--- config.mk ---
export PLATFORM = sky130hd
export DESIGN_NAME = sam_sequencer
export DESIGN_NICKNAME = d
export VERILOG_FILES = /design/src/rtl/sam_pkg.sv /design/src/rtl/sam_cw_decode.sv /design/src/rtl/sam_sequencer.sv
export SDC_FILE = /design/constraint.sdc
export NUM_CORES = 1
export LEC_CHECK = 0
export CELL_PAD_IN_SITES_DETAIL_PLACEMENT = 1
export CELL_PAD_IN_SITES_GLOBAL_PLACEMENT = 1
export CORE_AREA = 8 8 62 77
export CTS_BUF_LIST = sky130_fd_sc_hd__clkbuf_16
export DETAILED_ROUTE_END_ITERATION = 8
export DIE_AREA = 0 0 70 85
export PLACE_DENSITY_LB_ADDON = 0.05
export REMOVE_ABC_BUFFERS = 1
export SLEW_MARGIN = 20
export SYNTH_ARGS = -nofsm -noshare
export SYNTH_HDL_FRONTEND = slang
export SYNTH_SLANG_ARGS = --single-unit
--- constraint.sdc ---
create_clock -name clk -period 2 [get_ports clk]
set_input_delay 0.5 -clock clk [delete_from_list [all_inputs] [get_ports clk]]
set_output_delay 0.5 -clock clk [all_outputs]
set_load 0.05 [all_outputs]
--- src/rtl/sam_pkg.sv ---
// Shared constants for the SAM accumulator sequencer:
// control-word bit map, opcodes and FSM state encoding.
package sam_pkg;

    localparam int unsigned CW_PC_TO_ABUS   = 21;
    localparam int unsigned CW_IR_TO_ABUS   = 20;
    localparam int unsigned CW_MBR_TO_ABUS  = 19;
    localparam int unsigned CW_RBUS_TO_AC   = 18;
    localparam int unsigned CW_AC_TO_ALUA   = 17;
    localparam int unsigned CW_MBUS_TO_ALUB = 16;
    localparam int unsigned CW_ALU_ADD      = 15;
    localparam int unsigned CW_ALU_PASSB    = 14;
    localparam int unsigned CW_MAR_TO_ADDR  = 13;
    localparam int unsigned CW_MBR_TO_DATA  = 12;
    localparam int unsigned CW_ABUS_TO_IR   = 11;
    localparam int unsigned CW_ABUS_TO_MAR  = 10;
    localparam int unsigned CW_DATA_TO_MBR  = 9;
    localparam int unsigned CW_RBUS_TO_MBR  = 8;
    localparam int unsigned CW_MBR_TO_MBUS  = 7;
    localparam int unsigned CW_PC_CLR       = 6;
    localparam int unsigned CW_PC_INC       = 5;
    localparam int unsigned CW_ABUS_TO_PC   = 4;
    localparam int unsigned CW_RW           = 3;
    localparam int unsigned CW_REQUEST      = 2;
    localparam int unsigned CW_AC_TO_RBUS   = 1;
    localparam int unsigned CW_ALU_TO_RBUS  = 0;

    localparam logic [1:0] OP_LOAD  = 2'b00;
    localparam logic [1:0] OP_STORE = 2'b01;
    localparam logic [1:0] OP_ADD   = 2'b10;
    localparam logic [1:0] OP_BRN   = 2'b11;

    typedef enum logic [4:0] {
        S_RST  = 5'd0,
        S_FA   = 5'd1,
        S_FM   = 5'd2,
        S_FL   = 5'd3,
        S_DEC  = 5'd4,
        S_EA   = 5'd5,
        S_RM   = 5'd6,
        S_RL   = 5'd7,
        S_AX   = 5'd8,
        S_WB   = 5'd9,
        S_SR   = 5'd10,
        S_SM   = 5'd11,
        S_SW   = 5'd12,
        S_BR   = 5'd13,
        S_HALT = 5'd14
    } state_e;

    function automatic logic is_mem(state_e s);
        return (s == S_FM) || (s == S_RM) || (s == S_SW);
    endfunction

endpackage

--- src/rtl/sam_cw_decode.sv ---
// Combinational state/opcode/sign to control-word lookup.
// The caller registers the result, so b tracks the state it is fed.
module sam_cw_decode
    import sam_pkg::*;
#(
    parameter int CW_W = 22
) (
    input  state_e            state_i,
    input  logic [1:0]        op_i,
    input  logic              ac_sign_i,
    output logic [CW_W-1:0]   cw_o
);

    always_comb begin
        cw_o = '0;
        unique case (state_i)
            S_RST: cw_o[CW_PC_CLR] = 1'b1;
            S_FA: begin
                cw_o[CW_PC_TO_ABUS]  = 1'b1;
                cw_o[CW_ABUS_TO_MAR] = 1'b1;
            end
            S_FM, S_RM: begin
                cw_o[CW_MAR_TO_ADDR] = 1'b1;
                cw_o[CW_RW]          = 1'b1;
                cw_o[CW_REQUEST]     = 1'b1;
            end
            S_FL: begin
                cw_o[CW_DATA_TO_MBR] = 1'b1;
                cw_o[CW_PC_INC]      = 1'b1;
            end
            S_DEC: begin
                cw_o[CW_MBR_TO_ABUS] = 1'b1;
                cw_o[CW_ABUS_TO_IR]  = 1'b1;
            end
            S_EA: begin
                cw_o[CW_IR_TO_ABUS]  = 1'b1;
                cw_o[CW_ABUS_TO_MAR] = 1'b1;
            end
            S_RL: cw_o[CW_DATA_TO_MBR] = 1'b1;
            S_AX: begin
                cw_o[CW_MBR_TO_MBUS]  = 1'b1;
                cw_o[CW_MBUS_TO_ALUB] = 1'b1;
                if (op_i == OP_ADD) begin
                    cw_o[CW_AC_TO_ALUA] = 1'b1;
                    cw_o[CW_ALU_ADD]    = 1'b1;
                end else begin
                    cw_o[CW_ALU_PASSB]  = 1'b1;
                end
            end
            S_WB: begin
                cw_o[CW_ALU_TO_RBUS] = 1'b1;
                cw_o[CW_RBUS_TO_AC]  = 1'b1;
                if (op_i == OP_ADD) cw_o[CW_ALU_ADD] = 1'b1;
                else                cw_o[CW_ALU_PASSB] = 1'b1;
            end
            S_SR: cw_o[CW_AC_TO_RBUS] = 1'b1;
            S_SM: cw_o[CW_RBUS_TO_MBR] = 1'b1;
            S_SW: begin
                cw_o[CW_MAR_TO_ADDR] = 1'b1;
                cw_o[CW_MBR_TO_DATA] = 1'b1;
                cw_o[CW_REQUEST]     = 1'b1;
            end
            S_BR: begin
                if (ac_sign_i) begin
                    cw_o[CW_IR_TO_ABUS] = 1'b1;
                    cw_o[CW_ABUS_TO_PC] = 1'b1;
                end
            end
            default: cw_o = '0;
        endcase
    end

endmodule

--- src/rtl/sam_sequencer.sv ---
// Hardwired fetch/decode/execute sequencer for the SAM datapath,
// with memory WAIT handling and an optional bus timeout.
module sam_sequencer
    import sam_pkg::*;
#(
    parameter int CW_W         = 22,
    parameter int WAIT_TIMEOUT = 0,
    parameter int TO_W         = 8
) (
    input  logic            clk,
    input  logic            rst_n,
    input  logic            wait_i,
    input  logic [1:0]      ir_op,
    input  logic            ac_sign,
    output logic [CW_W-1:0] b,
    output logic            instr_done,
    output logic            bus_err,
    output logic [4:0]      state_o
);

    state_e            state_q, state_d;
    logic [1:0]        op_q, op_d;
    logic [TO_W-1:0]   cnt_q, cnt_d;
    logic [CW_W-1:0]   b_q, b_d;
    logic              done_q, done_d;
    logic              err_q, err_d;
    logic              timeout;

    always_comb begin
        state_d = state_q;
        op_d    = op_q;
        cnt_d   = '0;
        done_d  = 1'b0;
        err_d   = err_q;
        timeout = 1'b0;

        if (is_mem(state_q) && wait_i) begin
            cnt_d = cnt_q + TO_W'(1);
            if (WAIT_TIMEOUT > 0 && cnt_d == TO_W'(WAIT_TIMEOUT))
                timeout = 1'b1;
        end

        unique case (state_q)
            // b is still zero on the first cycle out of reset; hold S_RST
            // one more cycle so its PC=0 word is actually presented.
            S_RST:  state_d = b_q[CW_PC_CLR] ? S_FA : S_RST;
            S_FA:   state_d = S_FM;
            S_FM:   if (!wait_i) state_d = S_FL;
            S_FL:   state_d = S_DEC;
            S_DEC: begin
                op_d    = ir_op;
                state_d = (ir_op == OP_BRN) ? S_BR : S_EA;
            end
            S_EA:   state_d = (op_q == OP_STORE) ? S_SR : S_RM;
            S_RM:   if (!wait_i) state_d = S_RL;
            S_RL:   state_d = S_AX;
            S_AX:   state_d = S_WB;
            S_WB:   state_d = S_FA;
            S_SR:   state_d = S_SM;
            S_SM:   state_d = S_SW;
            S_SW: begin
                if (!wait_i) begin
                    state_d = S_FA;
                    done_d  = 1'b1;
                end
            end
            S_BR:   state_d = S_FA;
            S_HALT: state_d = S_HALT;
            default: state_d = S_RST;
        endcase

        if (state_d == S_WB || state_d == S_BR)
            done_d = 1'b1;

        if (timeout) begin
            state_d = S_HALT;
            err_d   = 1'b1;
            done_d  = 1'b0;
        end
    end

    sam_cw_decode #(
        .CW_W      (CW_W)
    ) u_decode (
        .state_i   (state_d),
        .op_i      (op_d),
        .ac_sign_i (ac_sign),
        .cw_o      (b_d)
    );

    always_ff @(posedge clk or negedge rst_n) begin
        if (!rst_n) begin
            state_q <= S_RST;
            op_q    <= OP_LOAD;
            cnt_q   <= '0;
            b_q     <= '0;
            done_q  <= 1'b0;
            err_q   <= 1'b0;
        end else begin
            state_q <= state_d;
            op_q    <= op_d;
            cnt_q   <= cnt_d;
            b_q     <= b_d;
            done_q  <= done_d;
            err_q   <= err_d;
        end
    end

    assign b          = b_q;
    assign instr_done = done_q;
    assign bus_err    = err_q;
    assign state_o    = state_q;

endmodule
After elaboration in Yosys (flattened, before gate mapping)

Cells that the tools add are included.

Equal/unequal tests: 30
Mux-type cells: 31
Reduce and logical (&&, ||, !) cells: 9

Operator list:

| kind                 | number |
|---|---|
| $pmux W5 S14         | 1 |
| $eq A5 B4 Y1 const B | 13 |
| $eq A5 B3 Y1 const B | 8 |
| $mux W1              | 21 |
| $eq A5 B2 Y1 const B | 4 |
| $mux W5              | 3 |
| $eq A5 B1 Y1 const B | 2 |
| $logic_not A5 Y1     | 2 |
| $reduce_or A2 Y1     | 5 |
| $mux W4              | 2 |
| $mux W2              | 3 |
| $eq A2 B2 Y1 const B | 2 |
| $reduce_or A3 Y1     | 1 |
| $eq A2 B1 Y1 const B | 1 |
| $pmux W1 S2          | 1 |
| $logic_or A1 B1 Y1   | 1 |

Register bits: 30
Bits of input ports: 6
Output and inout bits: 29
Word-level logic and storage cells: 74

Logic depth before layout (Yosys ltp)

Gate-level depths: netlist of run 1.

Depth in word-level cells: 6
Mapped depth: 6
Mapped depth without buffers: 5

Cells and area by module

Synthesis of run 1 repeated with hierarchy kept, for this count alone.

Cell total of the unflattened synthesis: 111
Area, all modules: 1291.2 sq um

By module, submodules not included:

| module        | times used | cells an instance | area an instance (sq um) | seq. area each (sq um) |
|---|---|---|---|---|
| sam_sequencer | 1          | 73                | 1033.5                   | 750.7 |
| sam_cw_decode | 1          | 38                | 257.7                    | 0.0 |

Worst setup path before layout of run 1

Ideal clock, no wire load.

Path kind: reg2reg
From: reg state_q[0], in the netlist state_o[0]
To: reg done_q, in the netlist instr_done
Library setup time: 0.122 ns
Arrival time: 1.740 ns
Required time: 1.878 ns
Slack: 0.138 ns
Cell stages (with the launch flop): 6
Path buffers: 1
Period minus slack after synthesis: 1.862 ns
Cells stage by stage: dfrtp_1 > buf_2 > nand2b_1 > a221oi_4 > o2111ai_4 > a32o_1

Word-level cells in the longest chain between the ends: 6

RTL lines:

| item                       | line                 | text |
|---|---|---|
| start: declaration         | sam_sequencer.sv:21  | `state_e state_q, state_d;` |
| start signal: assignment   | sam_sequencer.sv:100 | `state_q <= state_d;` |
| $eq A5 B4 Y1               | sam_sequencer.sv:43  | `unique case (state_q)` |
| $reduce_or A2 Y1 (no line) | n/a                  |  |
| $pmux W5 S14 (*)           | sam_sequencer.sv:43  |  |
| named net state_d[3]       | sam_sequencer.sv:21  |  |
| $eq A5 B4 Y1               | sam_sequencer.sv:72  | `if (state_d == S_WB \|\| state_d == S_BR)` |
| $logic_or A1 B1 Y1 (*)     | sam_sequencer.sv:72  |  |
| $mux W1 (*)                | sam_sequencer.sv:72  |  |
| named net done_d           | sam_sequencer.sv:25  | `logic done_q, done_d;` |
| end signal: assignment     | sam_sequencer.sv:104 | `done_q <= done_d;` |
| end: declaration           | sam_sequencer.sv:25  |  |

The timed path passes the listed nets; every way through them passes the cells marked *.

Worst setup path after layout of run 1

From: reg b_q[8], in the netlist b[8]
To: out b[8]

RTL lines:

| item                     | line                 | text |
|---|---|---|
| start: declaration       | sam_sequencer.sv:24  | `logic [CW_W-1:0] b_q, b_d;` |
| start signal: assignment | sam_sequencer.sv:96  | `b_q <= '0;` |
| start signal: assignment | sam_sequencer.sv:103 | `b_q <= b_d;` |
| end: declaration         | sam_sequencer.sv:15  | `output logic [CW_W-1:0] b,` |

No word-level cell between the ends.

==> results of run 1 <==
per-layer routing:
| metal | GRT usage, % | wire (um) | up-vias |
|---|---|---|---|
| met4 | 2.75 | 33 | 0 |
| met1 | 12.6 | 1240 | 431 |
| li1 | - | - | 418 |
| met5 | 0 | 0 | - |
| met3 | 3.50 | 216 | 4 |
| met2 | 15.3 | 1350 | 24 |
cell usage after synthesis, types with 2 or more instances:
| cell | number | share of area (%) |
|---|---|---|
| buf_4 | 6 | 3.7 |
| dfrtp_1 | 26 | 53 |
| a21oi_1 | 3 | 1.2 |
| buf_2 | 3 | 1.2 |
| nor2b_1 | 7 | 3.6 |
| nor2_1 | 4 | 1.2 |
| nor3b_1 | 5 | 3.1 |
| nand4_1 | 2 | 1.0 |
| nor3_1 | 5 | 2.1 |
| mux2_1 | 2 | 1.8 |
| nand2_1 | 4 | 1.2 |
| nand2b_1 | 7 | 3.6 |
| inv_1 | 5 | 1.5 |
cell families (layout without fill, tap and decap cells):
kind of cell / Yosys count / after routing / synth area share [%]
AOI/OAI and AO/OA: 14 / 14 / 13.1
buffers and inverters: 16 / 49 / 7.70
DFF: 26 / 26 / 53.4
muxes: 3 / 3 / 2.67
other: 1 / 2 / 0.308
and+or+nand+nor: 43 / 43 / 22.8
sequential cells by signal, indices dropped and copies added, names as in the netlist:
register and flops:
b 18, instr_done 1, op_q 2, state_o 5
worst reg2reg max path: stages, from the launching register on:
cell      delay [ns]
dfrtp_1         0.50
buf_4           0.24
inv_2           0.06
o311ai_0        0.45
a21oi_1         0.23
nor4b_2         0.26
how the worst min path moves through the flow:
stage	to	slack (ns)	depth (start not counted)
floorplan	b[10]	0.20	0
global placement	op_q[0]	0.49	1
detailed placement	op_q[1]	0.50	1
CTS	op_q[1]	0.52	1
global route	op_q[1]	0.52	1
finish	op_q[1]	0.51	1
cell type report:
cell class,instances,area (sq um),share of cell area [%]
sequential,26,651,39.3
clock buffer,3,75.1,4.53
tap,40,50.0,3.02
multi-input combinational,62,478,28.9
inverter,6,22.5,1.36
timing repair buffer,40,380,23.0
power by group through the flow:
stage          clock (mW)  sequential [mW]  combinational (mW)
6_report            0.431            0.727                1.03
5_1_grt             0.475            0.744                1.10
4_1_cts             0.450            0.728                1.05
3_5_place_dp            0            0.737                1.05
3_3_place_gp            0            0.738                1.03
2_1_floorplan           0             1.05               0.335
==> results.tsv, run 1 <==
metric	value	unit
Fin Setup TNS	0	ns
Worst path max stage delay	0.79	ns
Worst Path Arrival	1.37	ns
first-pass GRT wire length	4980	um
crit path time final	1.87	ns
DRC	0	
Min Hold Slack	0.509	ns
Clock Tree Buf Depth	2	
number of diodes	0	
R2R depth	5	
dpl cells	174	
Power Internal	1.29	mW
max cap viols	0	
cts bufs inserted	3	
Max rail drop VDD	0.785	mV
Crit. End Element	output pin	
Worst-path clk slew	0.06	ns
Fillers	402	
CP max FO	1	
Final Instance Area	1660	sq um
area post-placement	1580	sq um
share of power burned in registers	33.2	%
commonest non-fill, non-tap cell in the layout	buf_4	
CTS sink count	26	
critical path cell sequence	clkdlybuf4s50_1	
FF-to-FF setup slack	0.17	ns
synthesized area	1220	sq um
Max Slew Vio Count	0	
Post-DP HPWL	2190	um
share of layout cells above drive strength 1	32.8	%
Crit-path slowest cell	clkdlybuf4s50_1	
ys flop type	dfrtp_1	
DRT Wirelength	2840	um
row count	25	
RSZ-0062 raised after global routing	no	
Die H	85	um
Worst Slack Setup Final	0.131	ns
die width	70	um
Final GP Congestion	0.779	
initial antenna violation count	0	
CP top delay family	buffers and inverters	
CP Launch Type	register	
nets@finish	145	
hold buffer count at cts	0	
Wirelength per Cell	16.0	um
Netlist cell types	37	
combinational power share	47.1	%
Sw Pwr	0.900	mW
Yosys reg bits	26	
register area share after synthesis	53.4	%
worst slack, placed	-0.117	ns
crit path to	b[8]	
setup violators final	0	
DR iter-0 viols	9	
final std cells w/o fill	177	
Vias per Instance	4.95	
syn avg cell area	11.8	sq um
Core ar.	3630	sq um
yosys warns	0	
H-tree depth	1	
cell depth of the worst setup path	1	
cell area power density	1320	nW/um^2
Power Total	2.19	mW
worst skew pair latency	0.25	ns
status	completed	
reg2reg end	b[21]	
clk_skew	0.00293	ns
Tot GR Track Use	9.89	%
Hold Vio Cnt, Final	0	
reg-to-reg critical path startpoint	state_o[3]	
hold_sp	op_q[1]	
Net Sw Frac	41.2	%
I/O pin cnt	35	
leak pwr	0.769	nW
vias in the first global route	961	
drt pass-1 iters	4	
Post-Route Utilization	45.7	%
post-CTS sizing	0	
Post-synth EDFFs	0	
pin count of the biggest net entering global routing	27	
P&R area growth vs syn	35.9	%
Async SR Flop Fraction	100	%
post-CTS setup buffers	0	
CTS tree	done	
I/O Buffers	33	
root buffer cell	clkbuf_16	
Max Fclk	535	MHz
most frequent cells in the layout	28 x buf_4, 26 x dfrtp_1, 7 x nand2b_1, 7 x nor2b_1, 7 x clkdlybuf4s50_1	
Worst Path Buf+Inv	1	
initial core utilization	33.6	%
min-delay worst type	register to register	
Req. time, crit path	1.50	ns
Mapped Cells	103	
die area	5950	sq um
worst setup path start	b[8]	
via count	877	
remaining antenna violation count	0	
Final period util	93.4	%
critical path type	register to output pin	
clock power share	19.7	%
global route overflow	0	
No activity file was read; power rests on OpenSTA's default activity.
==> run 2: changes to the inputs <==
--- a/config.mk
+++ b/config.mk
@@ -11,6 +11,7 @@
 export CTS_BUF_LIST = sky130_fd_sc_hd__clkbuf_16
 export DETAILED_ROUTE_END_ITERATION = 8
 export DIE_AREA = 0 0 70 85
+export MAX_ROUTING_LAYER = met4
 export PLACE_DENSITY_LB_ADDON = 0.05
 export REMOVE_ABC_BUFFERS = 1
 export SLEW_MARGIN = 20
==> run 2 against run 1 <==
Combinational power about the same. Critical path depth unchanged. First-iteration DRC count unchanged.
==> results.tsv, run 2 (synthesis results as in run 1) <==
metric	value	unit	change
DRT Wirelength	2840	um	-0.11%
Power Internal	1.29	mW	unchanged
nets@finish	145		unchanged
hold buffer count at cts	0		unchanged
Crit-path slowest cell	clkdlybuf4s50_1		
Register Area	651	sq um	unchanged
CTS sink count	26		unchanged
initial antenna violation count	0		unchanged
grt met3 use	3.03	%	-0.47 points
DR iter-0 viols	9		unchanged
max cap viols	0		unchanged
Max Fclk	535	MHz	about the same
Min Hold Slack	0.509	ns	-0.0000180 ns
pin count of the biggest net entering global routing	27		unchanged
I/O Buffers	33		unchanged
share of layout cells above drive strength 1	32.8	%	unchanged
P&R area growth vs syn	35.9	%	unchanged
worst skew pair latency	0.25	ns	about the same
status	completed		
Max rail drop VDD	0.785	mV	about the same
CP Launch Type	register		
number of diodes	0		unchanged
setup violators final	0		unchanged
row count	25		unchanged
vias in the first global route	963		+0.21%
min-delay worst type	register to register		
DRC	0		unchanged
die area	5950	sq um	unchanged
Wirelength per Cell	16.0	um	-0.11%
root buffer cell	clkbuf_16		
CP max FO	1		unchanged
Die H	85	um	unchanged
Max Slew Vio Count	0		unchanged
clk_skew	0.00292	ns	-0.0000103 ns
via count	880		+0.34%
most frequent cells in the layout	28 x buf_4, 26 x dfrtp_1, 7 x nand2b_1, 7 x nor2b_1, 7 x clkdlybuf4s50_1		
dpl cells	174		unchanged
initial core utilization	33.6	%	unchanged
Crit. End Element	output pin		
Fillers	402		unchanged
Final period util	93.4	%	about the same
die width	70	um	unchanged
Hold Vio Cnt, Final	0		unchanged
Sw Pwr	0.900	mW	about the same
post-CTS sizing	0		unchanged
crit path time final	1.87	ns	-0.000141 ns
global route overflow	0		unchanged
leak pwr	0.769	nW	unchanged
Worst Path Arrival	1.37	ns	about the same
I/O pin cnt	35		unchanged
Clock Tree Buf Depth	2		unchanged
clock power share	19.7	%	about the same
max reg flops	18		unchanged
Worst-path clk slew	0.06	ns	about the same
RSZ-0062 raised after global routing	no		
H-tree depth	1		unchanged
cts bufs inserted	3		unchanged
Vias per Instance	4.97		+0.34%
met2 GRT Util	15.3	%	unchanged
cell area power density	1320	nW/um^2	about the same
CP top delay family	buffers and inverters		
commonest non-fill, non-tap cell in the layout	buf_4		
critical path type	register to output pin		
share of power burned in registers	33.2	%	about the same
remaining antenna violation count	0		unchanged
M1 GR Usage	12.9	%	+0.28 points
Final GP Congestion	0.790		+1.4%
Fin Setup TNS	0	ns	unchanged
CTS tree	done		
post-CTS setup buffers	0		unchanged
Core ar.	3630	sq um	unchanged
Net Sw Frac	41.2	%	about the same
Most Crowded Layer GR	met2		
combinational power share	47.1	%	about the same
Worst path max stage delay	0.79	ns	about the same
Tot GR Track Use	10.2	%	+0.27 points
Post-DP HPWL	2190	um	unchanged
critical path cell sequence	clkdlybuf4s50_1		
Req. time, crit path	1.50	ns	about the same
area of the multi-input gates	478	sq um	unchanged
Worst Path Buf+Inv	1		unchanged
first-pass GRT wire length	4980	um	unchanged
final std cells w/o fill	177		unchanged
drt pass-1 iters	4		unchanged
==> run 2: cell counts in the layout (fill, tap and decap cells not counted) <==
No cell type changed its count.
==> run 2: per-stage QoR <==
step                instance area, sq um  worst slack, ns  utilization, %  power [mW]
global route                        1660           0.0240            45.7        2.32
floorplan                           1150           0.0207               -        1.38
detailed placement                  1580           -0.117            43.6        1.78
finish                              1660            0.132            45.7        2.19
global placement                    1580          -0.0831            43.6        1.77
CTS                                 1660            0.114            45.7        2.23
==> run 2: final cells by class <==
class                   instances  share of cell area, %
flip-flops and latches         26                   39.3
multi-input cells              62                   28.9
repair buffers                 40                   23.0
clock buffers                   3                   4.53
well taps                      40                   3.02
inverters                       6                   1.36
==> run 2: final timing paths <==
path	start	endpoint	slack [ns]	depth (start not counted)
min in group asynchronous	rst_n	b[13]	0.62	2
setup reg to reg	state_o[3]	b[21]	0.17	5
hold / removal	op_q[1]	op_q[1]	0.51	1
max in group asynchronous	rst_n	b[9]	1.13	2
hold reg to reg	op_q[1]	op_q[1]	0.51	1
setup / recovery	b[8]	b[8]	0.13	1
==> run 2: per-layer routing <==
metal / wire length, um / vias up
met5: 0 / -
met1: 1270 / 434
met2: 1350 / 24
met4: 33 / 0
met3: 180 / 4
li1: - / 418
==> run 2: power by group through the flow <==
| stage | Sequential [mW] | Combinational (mW) | Clock (mW) |
|---|---|---|---|
| after floorplan | 1.05 | 0.335 | 0 |
| after global placement | 0.738 | 1.03 | 0 |
| after detailed placement | 0.737 | 1.05 | 0 |
| after CTS | 0.728 | 1.05 | 0.450 |
| after global routing | 0.744 | 1.10 | 0.475 |
| final | 0.727 | 1.03 | 0.430 |
==> run 3: changes to the inputs <==
--- a/config.mk
+++ b/config.mk
@@ -18,3 +18,4 @@
 export SYNTH_ARGS = -nofsm -noshare
 export SYNTH_HDL_FRONTEND = slang
 export SYNTH_SLANG_ARGS = --single-unit
+export TNS_END_PERCENT = 10
==> results of run 3 <==
No change in the layout: final DEF, timing and power equal those of run 2.
